**src/rtl/battle_pkg.sv**
```systemverilog
// Shared definitions for the battle sequencer: state encodings and HP arithmetic.
package battle_pkg;

  typedef enum logic [2:0] {
    ST_IDLE   = 3'd0,
    ST_DODGE  = 3'd1,
    ST_MENU   = 3'd2,
    ST_ATTACK = 3'd3,
    ST_WIN    = 3'd4,
    ST_LOSE   = 3'd5
  } state_t;

  // HP never wraps: damage at or above the remaining HP leaves exactly zero.
  function automatic logic [15:0] sat_sub(input logic [15:0] hp, input logic [15:0] dmg);
    return (hp <= dmg) ? 16'd0 : hp - dmg;
  endfunction

endpackage

```
**src/rtl/frame_timer.sv**
```systemverilog
// Loadable down-counter advanced by the frame strobe; sticks at zero and flags it.
module frame_timer #(
  parameter int W = 16
) (
  input  logic         clk,
  input  logic         rst_n,
  input  logic         load,
  input  logic [W-1:0] load_val,
  input  logic         tick,
  output logic         zero
);

  logic [W-1:0] cnt;

  always_ff @(posedge clk) begin
    if (!rst_n)
      cnt <= '0;
    else if (load)
      cnt <= load_val;
    else if (tick && (cnt != '0))
      cnt <= cnt - 1'b1;
  end

  assign zero = (cnt == '0);

endmodule

```
**src/rtl/battle_sequencer.sv**
```systemverilog
// Turn-based battle controller: dodge/menu/attack sequencing, HP registers,
// hit acceptance with an invulnerability window.
module battle_sequencer
  import battle_pkg::*;
#(
  parameter logic [15:0] PLAYER_HP     = 16'd300,
  parameter logic [15:0] MONSTER_HP    = 16'd500,
  parameter logic [15:0] HIT_DAMAGE    = 16'd10,
  parameter logic [15:0] ATTACK_DAMAGE = 16'd50,
  parameter logic [15:0] DODGE_FRAMES  = 16'd600,
  parameter logic [7:0]  INVULN_FRAMES = 8'd30
) (
  input  logic        i_clk,
  input  logic        i_rst_n,
  input  logic        i_frame,
  input  logic        i_hit,
  input  logic        i_start,
  input  logic        i_attack,
  output logic [15:0] o_player_hp,
  output logic [15:0] o_monster_hp,
  output logic        o_balls_en,
  output logic        o_invuln,
  output logic [2:0]  o_state,
  output logic        o_done,
  output logic        o_win
);

  state_t      state, state_nxt;
  logic [15:0] php, php_nxt, mhp, mhp_nxt;
  logic        hit_seen, hit_seen_nxt, hit_now;
  logic        dod_load, dod_tick, dod_zero;
  logic        inv_load, inv_tick, inv_zero;
  logic [7:0]  inv_val;

  // Loaded with one less than the length so the zero flag marks the final frame.
  frame_timer #(.W(16)) u_dodge (
    .clk(i_clk), .rst_n(i_rst_n), .load(dod_load),
    .load_val(DODGE_FRAMES - 16'd1), .tick(dod_tick), .zero(dod_zero)
  );

  frame_timer #(.W(8)) u_invuln (
    .clk(i_clk), .rst_n(i_rst_n), .load(inv_load),
    .load_val(inv_val), .tick(inv_tick), .zero(inv_zero)
  );

  always_comb begin
    state_nxt    = state;
    php_nxt      = php;
    mhp_nxt      = mhp;
    hit_seen_nxt = 1'b0;
    hit_now      = 1'b0;
    dod_load     = 1'b0;
    dod_tick     = 1'b0;
    inv_load     = 1'b0;
    inv_tick     = 1'b0;
    inv_val      = INVULN_FRAMES;
    case (state)
      ST_IDLE: begin
        php_nxt = PLAYER_HP;
        mhp_nxt = MONSTER_HP;
        if (i_start) begin
          state_nxt = ST_DODGE;
          dod_load  = 1'b1;
          inv_load  = 1'b1;
          inv_val   = 8'd0;
        end
      end
      ST_DODGE: begin
        if (i_frame) begin
          // A hit arriving on the strobe cycle itself still belongs to this frame.
          hit_now  = hit_seen | i_hit;
          dod_tick = 1'b1;
          if (inv_zero && hit_now) begin
            php_nxt  = sat_sub(php, HIT_DAMAGE);
            inv_load = 1'b1;
          end else begin
            inv_tick = 1'b1;
          end
          if (php_nxt == 16'd0)
            state_nxt = ST_LOSE;
          else if (dod_zero)
            state_nxt = ST_MENU;
        end else begin
          hit_seen_nxt = hit_seen | i_hit;
        end
      end
      ST_MENU: begin
        inv_tick = i_frame;
        if (i_attack)
          state_nxt = ST_ATTACK;
      end
      ST_ATTACK: begin
        mhp_nxt = sat_sub(mhp, ATTACK_DAMAGE);
        if (mhp_nxt == 16'd0) begin
          state_nxt = ST_WIN;
        end else begin
          state_nxt = ST_DODGE;
          dod_load  = 1'b1;
        end
      end
      ST_WIN, ST_LOSE: begin
        if (i_start) begin
          php_nxt   = PLAYER_HP;
          mhp_nxt   = MONSTER_HP;
          state_nxt = ST_DODGE;
          dod_load  = 1'b1;
          inv_load  = 1'b1;
          inv_val   = 8'd0;
        end
      end
      default: state_nxt = ST_IDLE;
    endcase
  end

  always_ff @(posedge i_clk) begin
    if (!i_rst_n) begin
      state      <= ST_IDLE;
      php        <= PLAYER_HP;
      mhp        <= MONSTER_HP;
      hit_seen   <= 1'b0;
      o_balls_en <= 1'b0;
      o_done     <= 1'b0;
      o_win      <= 1'b0;
    end else begin
      state      <= state_nxt;
      php        <= php_nxt;
      mhp        <= mhp_nxt;
      hit_seen   <= hit_seen_nxt;
      o_balls_en <= (state_nxt == ST_DODGE);
      o_done     <= (state_nxt == ST_WIN) || (state_nxt == ST_LOSE);
      o_win      <= (state_nxt == ST_WIN);
    end
  end

  assign o_player_hp  = php;
  assign o_monster_hp = mhp;
  assign o_state      = state;
  assign o_invuln     = !inv_zero;

endmodule

```
**config.mk**
```make
export PLATFORM = sky130hd
export DESIGN_NAME = battle_sequencer
export DESIGN_NICKNAME = d
export VERILOG_FILES = /design/src/rtl/battle_pkg.sv /design/src/rtl/frame_timer.sv /design/src/rtl/battle_sequencer.sv
export SDC_FILE = /design/constraint.sdc
export NUM_CORES = 1
export LEC_CHECK = 0
export ABC_AREA = 1
export CELL_PAD_IN_SITES_DETAIL_PLACEMENT = 1
export CELL_PAD_IN_SITES_GLOBAL_PLACEMENT = 2
export CORE_MARGIN = 2
export CORE_UTILIZATION = 33
export DETAILED_ROUTE_END_ITERATION = 16
export PLACE_DENSITY = 0.85
export SYNTH_ARGS = -nofsm -noshare
export SYNTH_HDL_FRONTEND = slang
export SYNTH_SLANG_ARGS = --single-unit
```
**constraint.sdc**
```tcl
create_clock -name i_clk -period 4.5 [get_ports i_clk]
set_clock_uncertainty 0.15 [all_clocks]
set_input_delay 0.675 -clock i_clk [delete_from_list [all_inputs] [get_ports i_clk]]
set_output_delay 0.675 -clock i_clk [all_outputs]
set_load 0.02 [all_outputs]
```
==> results.json, run 1 <==
{
  "status": "completed",
  "drtAntennaViolNets": 0,
  "fmax_ghz": 0.332,
  "initial_core_util": 0.335,
  "grt_overflow_total": 0,
  "worst_path_max_delay_cell": "nand2_1",
  "cts.path.max_buffers": 2,
  "slowest_delay_ns": 0.51,
  "drt_iter0_markers": 201,
  "fin_util": 0.409,
  "p_sw_frac": 0.267,
  "grt_max_degree": 27,
  "internal-power_mw": 1.14,
  "globalplace.congestion": 0.844,
  "synth-seq-cells": 63,
  "synth_cell_types": 43,
  "cts_buffers": 9,
  "worst_slew_pin_slew_ns": 0.873,
  "worstPathArrival_ns": 3.10,
  "path_clk_slew_ns": 0.05,
  "max-slew-margin-rel": 0.414,
  "grt_pass1_wl_um": 20300,
  "min_path_type": "reg2reg",
  "start_kind": "input port",
  "syn_inst": 626,
  "max-vdd-ir-drop_uv": 219,
  "cellLeakagePower_nw": 2.14,
  "final_cell_mix": "nand2_1, nor2_1, inv_1",
  "diodes": 0,
  "num_rows": 40,
  "dieArea_sq_um": 12900,
  "cap_violations": 0,
  "grt_setup_unrepaired": "false",
  "wl_per_cell_um": 14.6,
  "p_comb_frac": 0.142,
  "htree_num_levels": 3,
  "core_area_sq_um": 11900,
  "seq_area_frac_synth": 0.317,
  "vias": 4081,
  "path_max_fanout": 20,
  "avgSynthCellArea_sq_um": 6.35,
  "post-dp-hpwl_um": 9090,
  "layout_commonest_cell": "nand2_1",
  "setup_tns_ns": 0,
  "powerDensity_nw_per_um2": 322,
  "final_hold_viol_count": 0,
  "die_h_um": 114,
  "syn_nets": 636,
  "yosys_warnings": 0,
  "postRouteWirelength_um": 12000,
  "grt_pass1_vias": 4085,
  "clkLatencyLatePin_ns": 0.34,
  "crit_chain": "clkdlybuf4s50_1 > nor2_1 > inv_2 > nand2_4 > clkinv_2 > nand2_1 > nand3_2 > nand2_1 > nor2_2 > nand3_2 > nor2_2 > a21oi_1 > inv_2 > nand2_2 > nor2_1",
  "period_needed_ns": 3.01,
  "die_x_um": 114,
  "io_pins": 45,
  "nets": 680,
  "syn2layout_area_growth_pct": 22.0,
  "via_per_inst": 4.97,
  "finalSetupViolCount": 0,
  "ctsResizeCount": 0,
  "finalCritPeriodShare": 0.669,
  "fin_total_pwr_mw": 1.56,
  "antenna_found_initial": 0,
  "worstSetupPathType": "in2reg",
  "clockRootBuffer": "clkbuf_16",
  "firstDrtPassIters": 4,
  "cts_hold_buf": 0,
  "clkPwrFrac": 0.479,
  "clock-sinks": 63,
  "worstPathRequired_ns": 4.58,
  "post_cts_buffers": 0,
  "p_seq_frac": 0.380,
  "drive_gt1_frac": 0.104,
  "cts_tree": "done",
  "power.switching_uw": 417,
  "port_buffers": 44,
  "slew_viol_final": 0,
  "netlist_area_sq_um": 3980,
  "endpoint_kind": "register",
  "drcViolationCount": 0,
  "grt_use_total": 0.199
}
## area by class of cell
| cell class | instances | area, sq um |
|---|---|---|
| clock buffers | 12 | 246 |
| clock inverters | 3 | 67.6 |
| fillers | 1551 | 7010 |
| inverters | 86 | 325 |
| multi-input cells | 464 | 2310 |
| flip-flops and latches | 63 | 1260 |
| well taps | 147 | 184 |
| repair buffers | 46 | 455 |
## worst max-delay path, delay by kind of cell
kind | cells | cell delay [ns]
and+or+nand+nor | 10 | 1.37
buffers and inverters | 4 | 0.82
AOI/OAI and AO/OA | 1 | 0.22
## worst paths after layout
check	start	end	slack, ns	cells after the start
setup / recovery	i_hit	o_win	1.49	15
hold / removal	o_monster_hp[0]	o_monster_hp[0]	0.32	2
setup reg to reg	u_invuln.cnt[0]	o_balls_en	1.51	16
hold reg to reg	o_monster_hp[0]	o_monster_hp[0]	0.32	2
## metal layers
layer	routed length [um]	share of wire	global-route usage	up-vias
met3	364	0.030	0.0420	15
met4	199	0.017	0.0683	0
li1	-	-	-	2104
met2	5670	0.47	0.327	56
met5	0	0	0	-
met1	5750	0.48	0.260	1906
## flip-flops by register name, indices dropped and copies added, names as in the netlist, 3 cells and up
signal        cells
o_player_hp      16
u_dodge.cnt      16
u_invuln.cnt      8
o_monster_hp     16
o_state           3
## logic make-up after synthesis
logic type      Yosys count  synth area share
buf+inv                  99             0.101
flops                    63             0.317
simple gates            375             0.442
compound gates           71            0.0960
xor+xnor                 14            0.0308
fa+ha+maj                 4            0.0126
## cells in the mapped netlist
master,count,share of area
a211oi_1,1,0.0019
a21oi_1,37,0.047
a21oi_2,1,0.0022
and2_1,1,0.0016
buf_1,1,0.00094
buf_2,2,0.0025
buf_4,1,0.0019
buf_6,3,0.0085
clkbuf_1,6,0.0057
clkinv_1,2,0.0019
clkinv_2,2,0.0025
dfxtp_1,63,0.32
ha_1,4,0.013
inv_1,70,0.066
inv_2,12,0.011
nand2_1,157,0.15
nand2_2,9,0.014
nand2_4,3,0.0085
nand3_1,57,0.072
nand3_2,5,0.013
nand3b_1,4,0.0076
nand4_1,24,0.038
nand4_2,1,0.0031
nor2_1,77,0.073
nor2_2,12,0.019
nor2_4,4,0.011
nor3_1,11,0.014
nor3_2,1,0.0025
nor3b_2,1,0.0031
nor4_1,2,0.0031
nor4_2,1,0.0031
o21a_1,1,0.0019
o21ai_0,21,0.026
o21ai_1,3,0.0038
o21ai_2,1,0.0022
o21bai_1,3,0.0057
o22ai_1,2,0.0031
o311ai_0,1,0.0022
or2_0,1,0.0016
or2_1,2,0.0031
or2_2,2,0.0031
xnor2_1,3,0.0066
xor2_1,11,0.024
## per-stage QoR
step	instance area (sq um)	setup WS, ns	hold WS [ns]	instances
after floorplan	3980	2.28	0.297	626
after global placement	4540	1.26	0.307	806
after detailed placement	4540	1.15	0.315	806
after CTS	4850	1.51	0.324	821
after global routing	4850	1.18	0.360	821
final	4850	1.49	0.319	821
## power groups by stage
stage                     clock network, mW  logic [mW]  registers, mW
after floorplan                           0       0.167          0.603
after global placement                    0       0.217          0.604
after detailed placement                  0       0.223          0.604
after CTS                             0.766       0.224          0.592
after global routing                  0.787       0.250          0.595
final                                 0.746       0.221          0.592
Note: power is estimated with default switching activity, not from simulation.
==> inputs of run 2 (changes only) <==
--- a/config.mk
+++ b/config.mk
@@ -9,9 +9,9 @@
 export CELL_PAD_IN_SITES_DETAIL_PLACEMENT = 1
 export CELL_PAD_IN_SITES_GLOBAL_PLACEMENT = 2
 export CORE_MARGIN = 2
-export CORE_UTILIZATION = 33
+export CORE_UTILIZATION = 31
 export DETAILED_ROUTE_END_ITERATION = 16
-export PLACE_DENSITY = 0.85
+export PLACE_DENSITY = 0.81
 export SYNTH_ARGS = -nofsm -noshare
 export SYNTH_HDL_FRONTEND = slang
 export SYNTH_SLANG_ARGS = --single-unit
==> constraint.sdc (replaced) <==
create_clock -name i_clk -period 2.95 [get_ports i_clk]
set_clock_uncertainty 0.15 [all_clocks]
set_input_delay 0.4425 -clock i_clk [delete_from_list [all_inputs] [get_ports i_clk]]
set_output_delay 0.4425 -clock i_clk [all_outputs]
set_load 0.02 [all_outputs]
==> run 2 against run 1 <==
First-iteration DRC count decreased by 19%; largest cell class unchanged; largest power group unchanged; sequential power increased by 53%; combinational power increased by 66%; critical endpoint is now o_invuln; non-clock buffer count increased by 10.
==> results.json, run 2 (synthesis results as in run 1) <==
{
  "final_cell_mix": "nand2_1, nor2_1, inv_1",
  "path_max_fanout": 10,
  "antenna_found_initial": 0,
  "worstHoldStart": "u_invuln.cnt[5]",
  "period_needed_ns": 2.67,
  "die_h_um": 117,
  "worstPathRequired_ns": 2.36,
  "path_clk_slew_ns": 0.05,
  "post_cts_buffers": 0,
  "clkLatencyLatePin_ns": 0.34,
  "finalSetupViolCount": 0,
  "via_per_inst": 4.81,
  "cp-startpoint": "u_invuln.cnt[0]",
  "layout_commonest_cell": "nand2_1",
  "port_buffers": 44,
  "ctsResizeCount": 0,
  "start_kind": "register",
  "vias": 4123,
  "grt_overflow_total": 0,
  "slew_viol_final": 0,
  "die_x_um": 117,
  "drt_iter0_markers": 163,
  "max-vdd-ir-drop_uv": 280,
  "nets": 690,
  "globalplace.congestion": 0.886,
  "initial_core_util": 0.316,
  "dieArea_sq_um": 13700,
  "num_rows": 41,
  "powerDensity_nw_per_um2": 493,
  "worstSetupPathType": "reg2out",
  "fmax_ghz": 0.374,
  "n_fill_cell": 1673,
  "syn2layout_area_growth_pct": 25.3,
  "wl_per_cell_um": 14.6,
  "status": "completed",
  "worst_slew_pin_slew_ns": 0.574,
  "cts_hold_buf": 0,
  "postRouteWirelength_um": 12500,
  "final_hold_viol_count": 0,
  "grt_setup_unrepaired": "false",
  "cts_tree": "done",
  "core_area_sq_um": 12600,
  "endpoint_kind": "primary output",
  "drive_gt1_frac": 0.118,
  "setup_tns_ns": 0,
  "diodes": 0,
  "cts.path.max_buffers": 2,
  "min_path_type": "reg2reg",
  "post-dp-hpwl_um": 9520,
  "cap_violations": 0,
  "drcViolationCount": 0,
  "firstDrtPassIters": 4,
  "drtAntennaViolNets": 0,
  "max-slew-margin-rel": 0.616,
  "cellLeakagePower_nw": 2.20,
  "finalCritPeriodShare": 0.906,
  "grt_pass1_wl_um": 21000,
  "fin_total_pwr_mw": 2.46,
  "grt_max_degree": 27,
  "clock-sinks": 63,
  "io_pins": 45,
  "grt_pass1_vias": 4234,
  "grt_use_total": 0.198,
  "clockRootBuffer": "clkbuf_16",
  "reg2reg_from": "o_monster_hp[3]",
  "htree_num_levels": 3,
  "cts_buffers": 9,
  "worstPathArrival_ns": 2.08
}
run 2: cell type report:
cell class	count	area, sq um	share of cell area
tap	172	215	0.0432
sequential	63	1260	0.253
multi-input combinational	464	2310	0.464
clock buffer	13	260	0.0522
timing repair buffer	56	543	0.109
inverter	86	325	0.0653
clock inverter	3	65.1	0.0131
run 2: critical path, stage by stage (launching register included):
cell and delay, ns:
dfxtp_1 0.30, inv_1 0.09, ha_1 0.24, nand2_2 0.11, nor2_4 0.19, buf_4 0.21
inv_2 0.07, clkdlybuf4s50_1 0.54
run 2: power breakdown:
part | switching [mW] | internal, mW
clock | 0.403 | 0.785
sequential | 0.0265 | 0.878
combinational | 0.241 | 0.125
run 2: layer usage:
metal | vias up | track usage | part of all wire
met3 | 12 | 0.0335 | 0.029
li1 | 2135 | - | -
met1 | 1924 | 0.271 | 0.50
met4 | 0 | 0.0714 | 0.015
met2 | 52 | 0.315 | 0.45
met5 | - | 0 | 0
run 2: per-stage QoR:
| stage | instances | setup slack, ns | instance area, sq um | util | hold WS, ns |
|---|---|---|---|---|---|
| after floorplan | 626 | 0.728 | 3980 | - | 0.297 |
| after detailed placement | 841 | 0.223 | 4660 | 0.370 | 0.325 |
| after global placement | 841 | 0.335 | 4660 | 0.370 | 0.306 |
| final | 857 | 0.279 | 4980 | 0.396 | 0.333 |
| after global routing | 857 | 0.0325 | 4980 | 0.396 | 0.370 |
| after CTS | 857 | 0.248 | 4980 | 0.396 | 0.334 |
run 2: path summary, 6_finish.rpt:
check | to | slack (ns) | depth (start not counted)
hold / removal | u_invuln.cnt[5] | 0.33 | 2
setup / recovery | o_invuln | 0.28 | 7
hold reg to reg | u_invuln.cnt[5] | 0.33 | 2
setup reg to reg | o_balls_en | 0.35 | 16
